$ cat config.mk
export PLATFORM = sky130hd
export DESIGN_NAME = sum_accumulator_flat
export DESIGN_NICKNAME = d
export VERILOG_FILES = /design/src/rtl/accum_pkg.sv /design/src/rtl/sum_accumulator_if.sv /design/src/rtl/accum_mean.sv /design/src/rtl/sum_accumulator.sv /design/src/flat_wrapper.sv
export SDC_FILE = /design/constraint.sdc
export NUM_CORES = 1
export LEC_CHECK = 0
export CAP_MARGIN = 20
export CORE_MARGIN = 10
export CORE_UTILIZATION = 45
export DETAILED_ROUTE_END_ITERATION = 10
export MAX_ROUTING_LAYER = met4
export PLACE_DENSITY = 0.75
export SYNTH_ARGS = -nofsm -noshare
export SYNTH_HDL_FRONTEND = slang
export SYNTH_SLANG_ARGS = --single-unit
$ cat constraint.sdc
create_clock -name clk -period 2.3 [get_ports clk]
set_input_delay 0.345 -clock clk [delete_from_list [all_inputs] [get_ports clk]]
set_output_delay 0.345 -clock clk [all_outputs]
set_load 0.02 [all_outputs]
$ cat src/rtl/accum_pkg.sv
// Shared definitions for the sum_accumulator block: state encoding and default widths.
package accum_pkg;
  localparam int DEF_IN_W    = 11;
  localparam int DEF_N_LOG2  = 3;
  localparam int FRAME_CNT_W = 8;

  typedef enum logic {
    ST_ACC = 1'b0,
    ST_OUT = 1'b1
  } state_t;
endpackage

$ cat src/rtl/sum_accumulator_if.sv
// Sample-in / frame-result-out handshake bundle for sum_accumulator.
interface sum_accumulator_if
  import accum_pkg::*;
#(
  parameter int IN_W   = DEF_IN_W,
  parameter int N_LOG2 = DEF_N_LOG2
);
  localparam int ACC_W = IN_W + N_LOG2;

  logic              in_valid;
  logic              in_ready;
  logic [IN_W-1:0]   in_data;
  logic              out_valid;
  logic              out_ready;
  logic [ACC_W-1:0]  out_sum;
  logic [IN_W-1:0]   out_mean;

  modport master (
    output in_valid, in_data, out_ready,
    input  in_ready, out_valid, out_sum, out_mean
  );

  modport slave (
    input  in_valid, in_data, out_ready,
    output in_ready, out_valid, out_sum, out_mean
  );
endinterface

$ cat src/rtl/accum_mean.sv
// Combinational frame total -> mean. Define SUM_ACCUMULATOR_ROUND_EN for round-half-up
// with saturation; otherwise the mean truncates.
module accum_mean
  import accum_pkg::*;
#(
  parameter int IN_W   = DEF_IN_W,
  parameter int N_LOG2 = DEF_N_LOG2
) (
  input  logic [IN_W+N_LOG2-1:0] i_total,
  output logic [IN_W-1:0]        o_mean
);
  localparam int ACC_W = IN_W + N_LOG2;

`ifdef SUM_ACCUMULATOR_ROUND_EN
  localparam logic [ACC_W:0] HALF = (ACC_W+1)'(1) << (N_LOG2 - 1);

  // Bias by half an LSB of the result, then clamp if the bias carried past IN_W bits.
  function automatic logic [IN_W-1:0] mean_round(input logic [ACC_W-1:0] t);
    logic [ACC_W:0]        biased;
    logic [ACC_W-N_LOG2:0] q;
    biased = {1'b0, t} + HALF;
    q      = biased[ACC_W:N_LOG2];
    return q[IN_W] ? {IN_W{1'b1}} : q[IN_W-1:0];
  endfunction

  assign o_mean = mean_round(i_total);
`else
  function automatic logic [IN_W-1:0] mean_trunc(input logic [ACC_W-1:0] t);
    return t[ACC_W-1:N_LOG2];
  endfunction

  assign o_mean = mean_trunc(i_total);
`endif
endmodule

$ cat src/rtl/sum_accumulator.sv
// Accumulates 2**N_LOG2 unsigned samples per frame and presents total and mean on an
// output handshake. Mean rounding is selected by SUM_ACCUMULATOR_ROUND_EN (see accum_mean).
module sum_accumulator
  import accum_pkg::*;
#(
  parameter int IN_W   = DEF_IN_W,
  parameter int N_LOG2 = DEF_N_LOG2
) (
  input  logic                   clk,
  input  logic                   rst_n,
  input  logic                   clr,
  sum_accumulator_if.slave       bus,
  output logic [FRAME_CNT_W-1:0] frame_cnt
);
  localparam int ACC_W = IN_W + N_LOG2;

  state_t                 r_state;
  state_t                 w_state_nxt;
  logic [ACC_W-1:0]       r_acc;
  logic [N_LOG2-1:0]      r_cnt;
  logic [ACC_W-1:0]       r_out_sum;
  logic [IN_W-1:0]        r_out_mean;
  logic [FRAME_CNT_W-1:0] r_frame_cnt;

  logic [ACC_W-1:0]       w_total;
  logic [IN_W-1:0]        w_mean;
  logic                   w_in_fire;
  logic                   w_last;
  logic                   w_out_fire;

  // clr beats a coincident sample or result handshake.
  assign w_in_fire  = (r_state == ST_ACC) && bus.in_valid && !clr;
  assign w_last     = w_in_fire && (&r_cnt);
  assign w_out_fire = (r_state == ST_OUT) && bus.out_ready && !clr;
  assign w_total    = r_acc + ACC_W'(bus.in_data);

  accum_mean #(
    .IN_W   (IN_W),
    .N_LOG2 (N_LOG2)
  ) u_mean (
    .i_total (w_total),
    .o_mean  (w_mean)
  );

  always_ff @(posedge clk) begin
    if (!rst_n) begin
      r_state <= ST_ACC;
    end else begin
      r_state <= w_state_nxt;
    end
  end

  always_comb begin
    w_state_nxt = r_state;
    case (r_state)
      ST_ACC:  if (w_last) w_state_nxt = ST_OUT;
      ST_OUT:  if (clr || w_out_fire) w_state_nxt = ST_ACC;
      default: w_state_nxt = ST_ACC;
    endcase
  end

  always_comb begin
    bus.in_ready  = 1'b0;
    bus.out_valid = 1'b0;
    case (r_state)
      ST_ACC:  bus.in_ready  = rst_n;
      ST_OUT:  bus.out_valid = 1'b1;
      default: ;
    endcase
  end

  always_ff @(posedge clk) begin
    if (!rst_n) begin
      r_acc      <= '0;
      r_cnt      <= '0;
      r_out_sum  <= '0;
      r_out_mean <= '0;
    end else if (clr && (r_state == ST_ACC)) begin
      r_acc <= '0;
      r_cnt <= '0;
    end else if (w_last) begin
      r_out_sum  <= w_total;
      r_out_mean <= w_mean;
      r_acc      <= '0;
      r_cnt      <= '0;
    end else if (w_in_fire) begin
      r_acc <= w_total;
      r_cnt <= r_cnt + 1'b1;
    end
  end

  always_ff @(posedge clk) begin
    if (!rst_n) begin
      r_frame_cnt <= '0;
    end else if (w_out_fire) begin
      r_frame_cnt <= r_frame_cnt + 1'b1;
    end
  end

  assign bus.out_sum  = r_out_sum;
  assign bus.out_mean = r_out_mean;
  assign frame_cnt    = r_frame_cnt;
endmodule

$ cat src/flat_wrapper.sv
// flat-port wrapper written by rule: the top's interface ports become plain ports
module sum_accumulator_flat import accum_pkg::*;
#(
  parameter int IN_W   = DEF_IN_W,
  parameter int N_LOG2 = DEF_N_LOG2
)
  (clk, rst_n, clr, frame_cnt, bus_in_valid, bus_in_data, bus_out_ready, bus_in_ready, bus_out_valid, bus_out_sum, bus_out_mean);
  sum_accumulator_if #(.IN_W(IN_W), .N_LOG2(N_LOG2)) bus_i ();
  input  logic clk;
  input  logic rst_n;
  input  logic clr;
  output logic [FRAME_CNT_W-1:0] frame_cnt;
  input wire logic [$bits(bus_i.in_valid)-1:0] bus_in_valid;
  input wire logic [$bits(bus_i.in_data)-1:0] bus_in_data;
  input wire logic [$bits(bus_i.out_ready)-1:0] bus_out_ready;
  output wire logic [$bits(bus_i.in_ready)-1:0] bus_in_ready;
  output wire logic [$bits(bus_i.out_valid)-1:0] bus_out_valid;
  output wire logic [$bits(bus_i.out_sum)-1:0] bus_out_sum;
  output wire logic [$bits(bus_i.out_mean)-1:0] bus_out_mean;
  assign bus_i.in_valid = bus_in_valid;
  assign bus_i.in_data = bus_in_data;
  assign bus_i.out_ready = bus_out_ready;
  assign bus_in_ready = bus_i.in_ready;
  assign bus_out_valid = bus_i.out_valid;
  assign bus_out_sum = bus_i.out_sum;
  assign bus_out_mean = bus_i.out_mean;
  sum_accumulator #(.IN_W(IN_W), .N_LOG2(N_LOG2)) u_core (.clk(clk), .rst_n(rst_n), .clr(clr), .bus(bus_i), .frame_cnt(frame_cnt));
endmodule
# == Word-level counts from Yosys, hierarchy flattened ==
# Index checks and enable logic that the tools add are counted.
# totals
out_inout_bits,35
word_cells,28
ff_bits,51
inputBits,16
# classes
bitwise_logic,3
add_sub_neg,3
reduce_logical,11
mux,5
# op_table
op,n
$add A14 B11 Y14,1
$add A8 B1 Y8 const B,1
$logic_and A1 B1 Y1,6
$mux W1,4
$add A3 B1 Y3 const B,1
$not A1 Y1,3
$reduce_and A3 Y1,1
$reduce_or A3 Y1,1
$pmux W1 S2,1
$reduce_and A2 Y1,1
$logic_not A1 Y1,1
$logic_or A1 B1 Y1,1

# == Logic depth before layout (Yosys ltp) ==
# depth
word_depth,6
ltp_mapped,9
mapped_depth_nobuf,9

# == Hierarchy ==
# From an unflattened synthesis, not the netlist that was laid out.
# unflattened
cells_unflattened,326
area_unflattened_um2,2720.1
# by_module_without_submodules
mod,cells_each,seq_area_each_um2,n_inst,area_each_um2
sum_accumulator,315,1021.0,1,2637.5
accum_mean,11,0.0,1,82.6

# == Least setup slack after synthesis ==
# No wires, ideal clock.
# synth_path
kind,input-to-reg
start,in bus_in_data[0]
end,reg u_core.r_acc[12]
setup_ns,0.128
arrival_ns,1.754
setup_slack_ns,0.418
cell_stages,9
n_path_buf,0
required_ns,2.172
path_cell_list,ha_1 inv_1 fa_1 nor2b_1 o2111ai_1 a31oi_2 o211ai_1 xor2_1 nor2_1
# synth_via
elab_chain_cells,1
# synth_lines
item,line,rtl
from (decl),flat_wrapper.sv:14,input wire logic [$bits(bus_i.in_data)-1:0] bus_in_data;
$add A14 B11 Y14,sum_accumulator.sv:35,assign w_total = r_acc + ACC_W'(bus.in_data);
to (signal assigned),sum_accumulator.sv:87,r_acc <= w_total;
to (decl),sum_accumulator.sv:19,logic [ACC_W-1:0] r_acc;
# Every way passes these cells.
# A chain may end at the register's enable or synchronous reset.

# == Final worst setup path ==
# layout_path
start,in bus_in_data[0]
end,reg u_core.r_out_mean[9] (netlist: u_core.bus.out_mean[9])
# layout_via
elab_chain_cells,1
# layout_lines
item,line,rtl
$add A14 B11 Y14,sum_accumulator.sv:35,
to (signal assigned),sum_accumulator.sv:83,r_out_mean <= w_mean;
to (decl),sum_accumulator.sv:22,logic [IN_W-1:0] r_out_mean;
# Every way passes these cells.

==> impl_metrics.env <==
export IMPL_status="finished, final reports clean"
export IMPL_async_flop_share_pct=0
export IMPL_slew_violations=0
export IMPL_yosysUniqueCellTypes=44
export IMPL_hold_path_depth=2
export IMPL_worstSetupStartpointType="input pin"
export IMPL_tightest_slew_ps=466
export IMPL_fp_dieArea_um2=7970
export IMPL_synth_avg_cell_area_um2=8.41
export IMPL_synth_top_family_by_area="simple AND/OR/NAND/NOR gates"
export IMPL_timing_rr_start="u_core.r_acc[0]"
export IMPL_fin_crit_ps=2180
export IMPL_die_y_um=89.3
export IMPL_num_antenna_cells=0
export IMPL_hp_start="u_core.bus.out_sum[0]"
export IMPL_worstPathRequired_ps=2480
export IMPL_synth_edff_count=0
export IMPL_grt_pass1_vias=1870
export IMPL_final_cell_mix="50 x clkdlybuf4s50_1, 40 x dfxtp_1, 38 x nand2_1"
export IMPL_reg2reg_to="u_core.bus.out_mean[9]"
export IMPL_clockBufferDepth=2
export IMPL_powerDensity_nw_per_um2=505
export IMPL_cts_buffers=5
export IMPL_cts_sinks=40
export IMPL_final_period_utilization_pct=94.8
export IMPL_via_per_inst=5.32
export IMPL_synth_main_ff_cell="dfxtp_1"
export IMPL_synth_compound_area_share_pct=17.0
export IMPL_drt_initial_drc_count=138
export IMPL_synth_seq_cells=40
export IMPL_synth_top_cells_by_area="dfxtp_1 37%, ha_1 8.1%, nand2_1 6.6%, a21oi_1 4.9%, buf_4 4.5%"
export IMPL_routed_wirelength_mm=5.21
export IMPL_wl_per_cell_um=14.3
export IMPL_antenna_found_initial=0
export IMPL_whs_ps=460
export IMPL_fin_skew_ps=4.32
export IMPL_stdcell_count=365
export IMPL_p_leak_uw=0.00110
export IMPL_cts_root_buffer="clkbuf_8"
export IMPL_ys_seq_area_share_pct=37.1
export IMPL_ant_nets=0
export IMPL_final_util_pct=60.5
export IMPL_detailedRoute_firstPassIterationCount=4
export IMPL_drcViolationCount=0
export IMPL_yosysTopAreaCell="dfxtp_1"
export IMPL_ys_warn_count=0
export IMPL_hold_path_class="reg -> reg"
export IMPL_peakVddDrop_mv=0.324
export IMPL_cts_tree="built"
export IMPL_max_freq_ghz=0.459
export IMPL_maxCapViolCount=0
export IMPL_grt_remaining_overflow=0
export IMPL_track_usage_pct=13.7
export IMPL_final_common_cell="clkdlybuf4s50_1"
export IMPL_clock_latency_ps=290
export IMPL_synthAdderAreaFrac_pct=9.03
export IMPL_cp_max_fo=3
export IMPL_synth_top_area_share_pct=37.1
export IMPL_critPathCaptureType="register"
export IMPL_grt_max_degree=20
export IMPL_io_buffers=50
export IMPL_synth_xor_area_share_pct=6.89
export IMPL_num_nets_final=341
export IMPL_hpwl_mm=4.12
export IMPL_timing_slew_headroom_pct=68.9
export IMPL_r2r_cells=9
export IMPL_num_vias=1941
export IMPL_core_area_um2=4690
export IMPL_row_count=25
export IMPL_grt_pass1_wl_mm=8.53
export IMPL_synth_nets=288
export IMPL_area_growth_pct=31.4
export IMPL_hold_viol=0
export IMPL_r2r_slack_ps=300
export IMPL_worstPathArrival_ps=2360
export IMPL_path_class="in -> reg"
export IMPL_hold_path_endpoint="u_core.bus.out_sum[0]"
export IMPL_synth_area_um2=2160
export IMPL_initial_core_util_pct=46.1
export IMPL_htree_num_levels=2
export IMPL_setup_viol=0
export IMPL_power_uw=1430
export IMPL_grt_setup_unrepaired="no"
export IMPL_synth_mux_area_fraction_pct=0.463
export IMPL_drive_above_1_share_pct=10.9
export IMPL_syn_inst=257
export IMPL_ioPinCount=51
export IMPL_gp_congestion=0.847
export IMPL_synth_simple_gate_area_share_pct=22.7
export IMPL_die_w_um=89.3
export IMPL_clkTransAtPathRegs_ps=80
export IMPL_dp_cells=356
-- cell type report --
cell class	count	area, µm²
sequential	40	801
clock inverter	2	35.0
fill	444	1850
multi-input combinational	191	1210
clock buffer	6	72.6
timing repair buffer	68	636
tap	54	67.6
inverter	4	15.0
-- cells by family (layout without fill, tap and decap cells) --
| logic type | Yosys count | count (layout) |
|---|---|---|
| AND/OR/NAND/NOR | 102 | 102 |
| flip-flops | 40 | 40 |
| adder cells (fa/ha/maj) | 15 | 15 |
| multiplexers | 1 | 1 |
| buffers and inverters | 26 | 80 |
| AO/OA/AOI/OAI | 56 | 56 |
| XOR/XNOR | 17 | 17 |
-- per-stage QoR --
step,area [µm²],TNS (ps),setup slack [ps]
2_1_floorplan,2160,0,418
3_3_place_gp,2720,-1250,-166
3_5_place_dp,2720,-2270,-252
4_1_cts,2830,0,58.5
5_1_grt,2840,0,24.7
6_report,2840,0,119
-- worst max path at each step --
stage,start,endpoint,cells after the start
final,bus_in_data[0],u_core.bus.out_mean[9],10
after global routing,bus_in_data[0],u_core.r_acc[12],10
after CTS,bus_in_data[0],u_core.r_acc[12],10
after detailed placement,bus_in_data[0],u_core.r_acc[12],10
after global placement,bus_in_data[0],u_core.r_acc[12],10
after floorplan,bus_in_data[0],u_core.r_acc[12],9
-- cell usage after synthesis, types with 3 or more instances --
master / n
o21ai_1: 5
nand4_1: 5
ha_1: 14
buf_4: 13
a31oi_1: 4
o21ai_0: 5
a21o_1: 4
nand3_1: 18
inv_1: 4
o211ai_1: 4
a211oi_1: 3
or3_1: 3
a21oi_1: 21
nor2_1: 19
and3_1: 3
nand2_1: 38
clkbuf_1: 5
dfxtp_1: 40
xnor2_1: 6
xor2_1: 11
-- routing by layer --
metal	global-route usage, %	part of all wire, %	vias to the layer above
met4	4.19	0.46	0
li1	-	-	1003
met1	15.9	46	883
met2	22.9	48	50
met5	-	0	-
met3	3.37	5.5	5
-- power breakdown --
| part | switching, µW | internal (µW) |
|---|---|---|
| Sequential | 3.81 | 698 |
| Clock | 246 | 322 |
| Combinational | 88.2 | 76.7 |
-- flip-flops by register name, indices dropped and copies added (netlist names) --
signal,cells
u_core.r_acc,14
u_core.bus.out_mean,11
u_core.frame_cnt,8
u_core.bus.out_sum,3
u_core.r_cnt,3
u_core.r_state,1
-- critical path, stage by stage --
cell and delay (ps):
clkdlybuf4s50_1 460, ha_1 160, inv_1 60, fa_1 410, nor2b_2 190, o2111ai_1 170
a31oi_2 240, buf_4 140, and3_1 140, nor4_1 50
-- repair_timing --
item / 4_1_cts / 5_1_grt
resized for setup: 0 / 1
buffers inserted: 0 / 1
endpoints found under the hold margin: 0 / 0
hold buffers: 0 / 0
endpoints found under the setup margin: 0 / 3
Power figures use the tool's default switching activity.
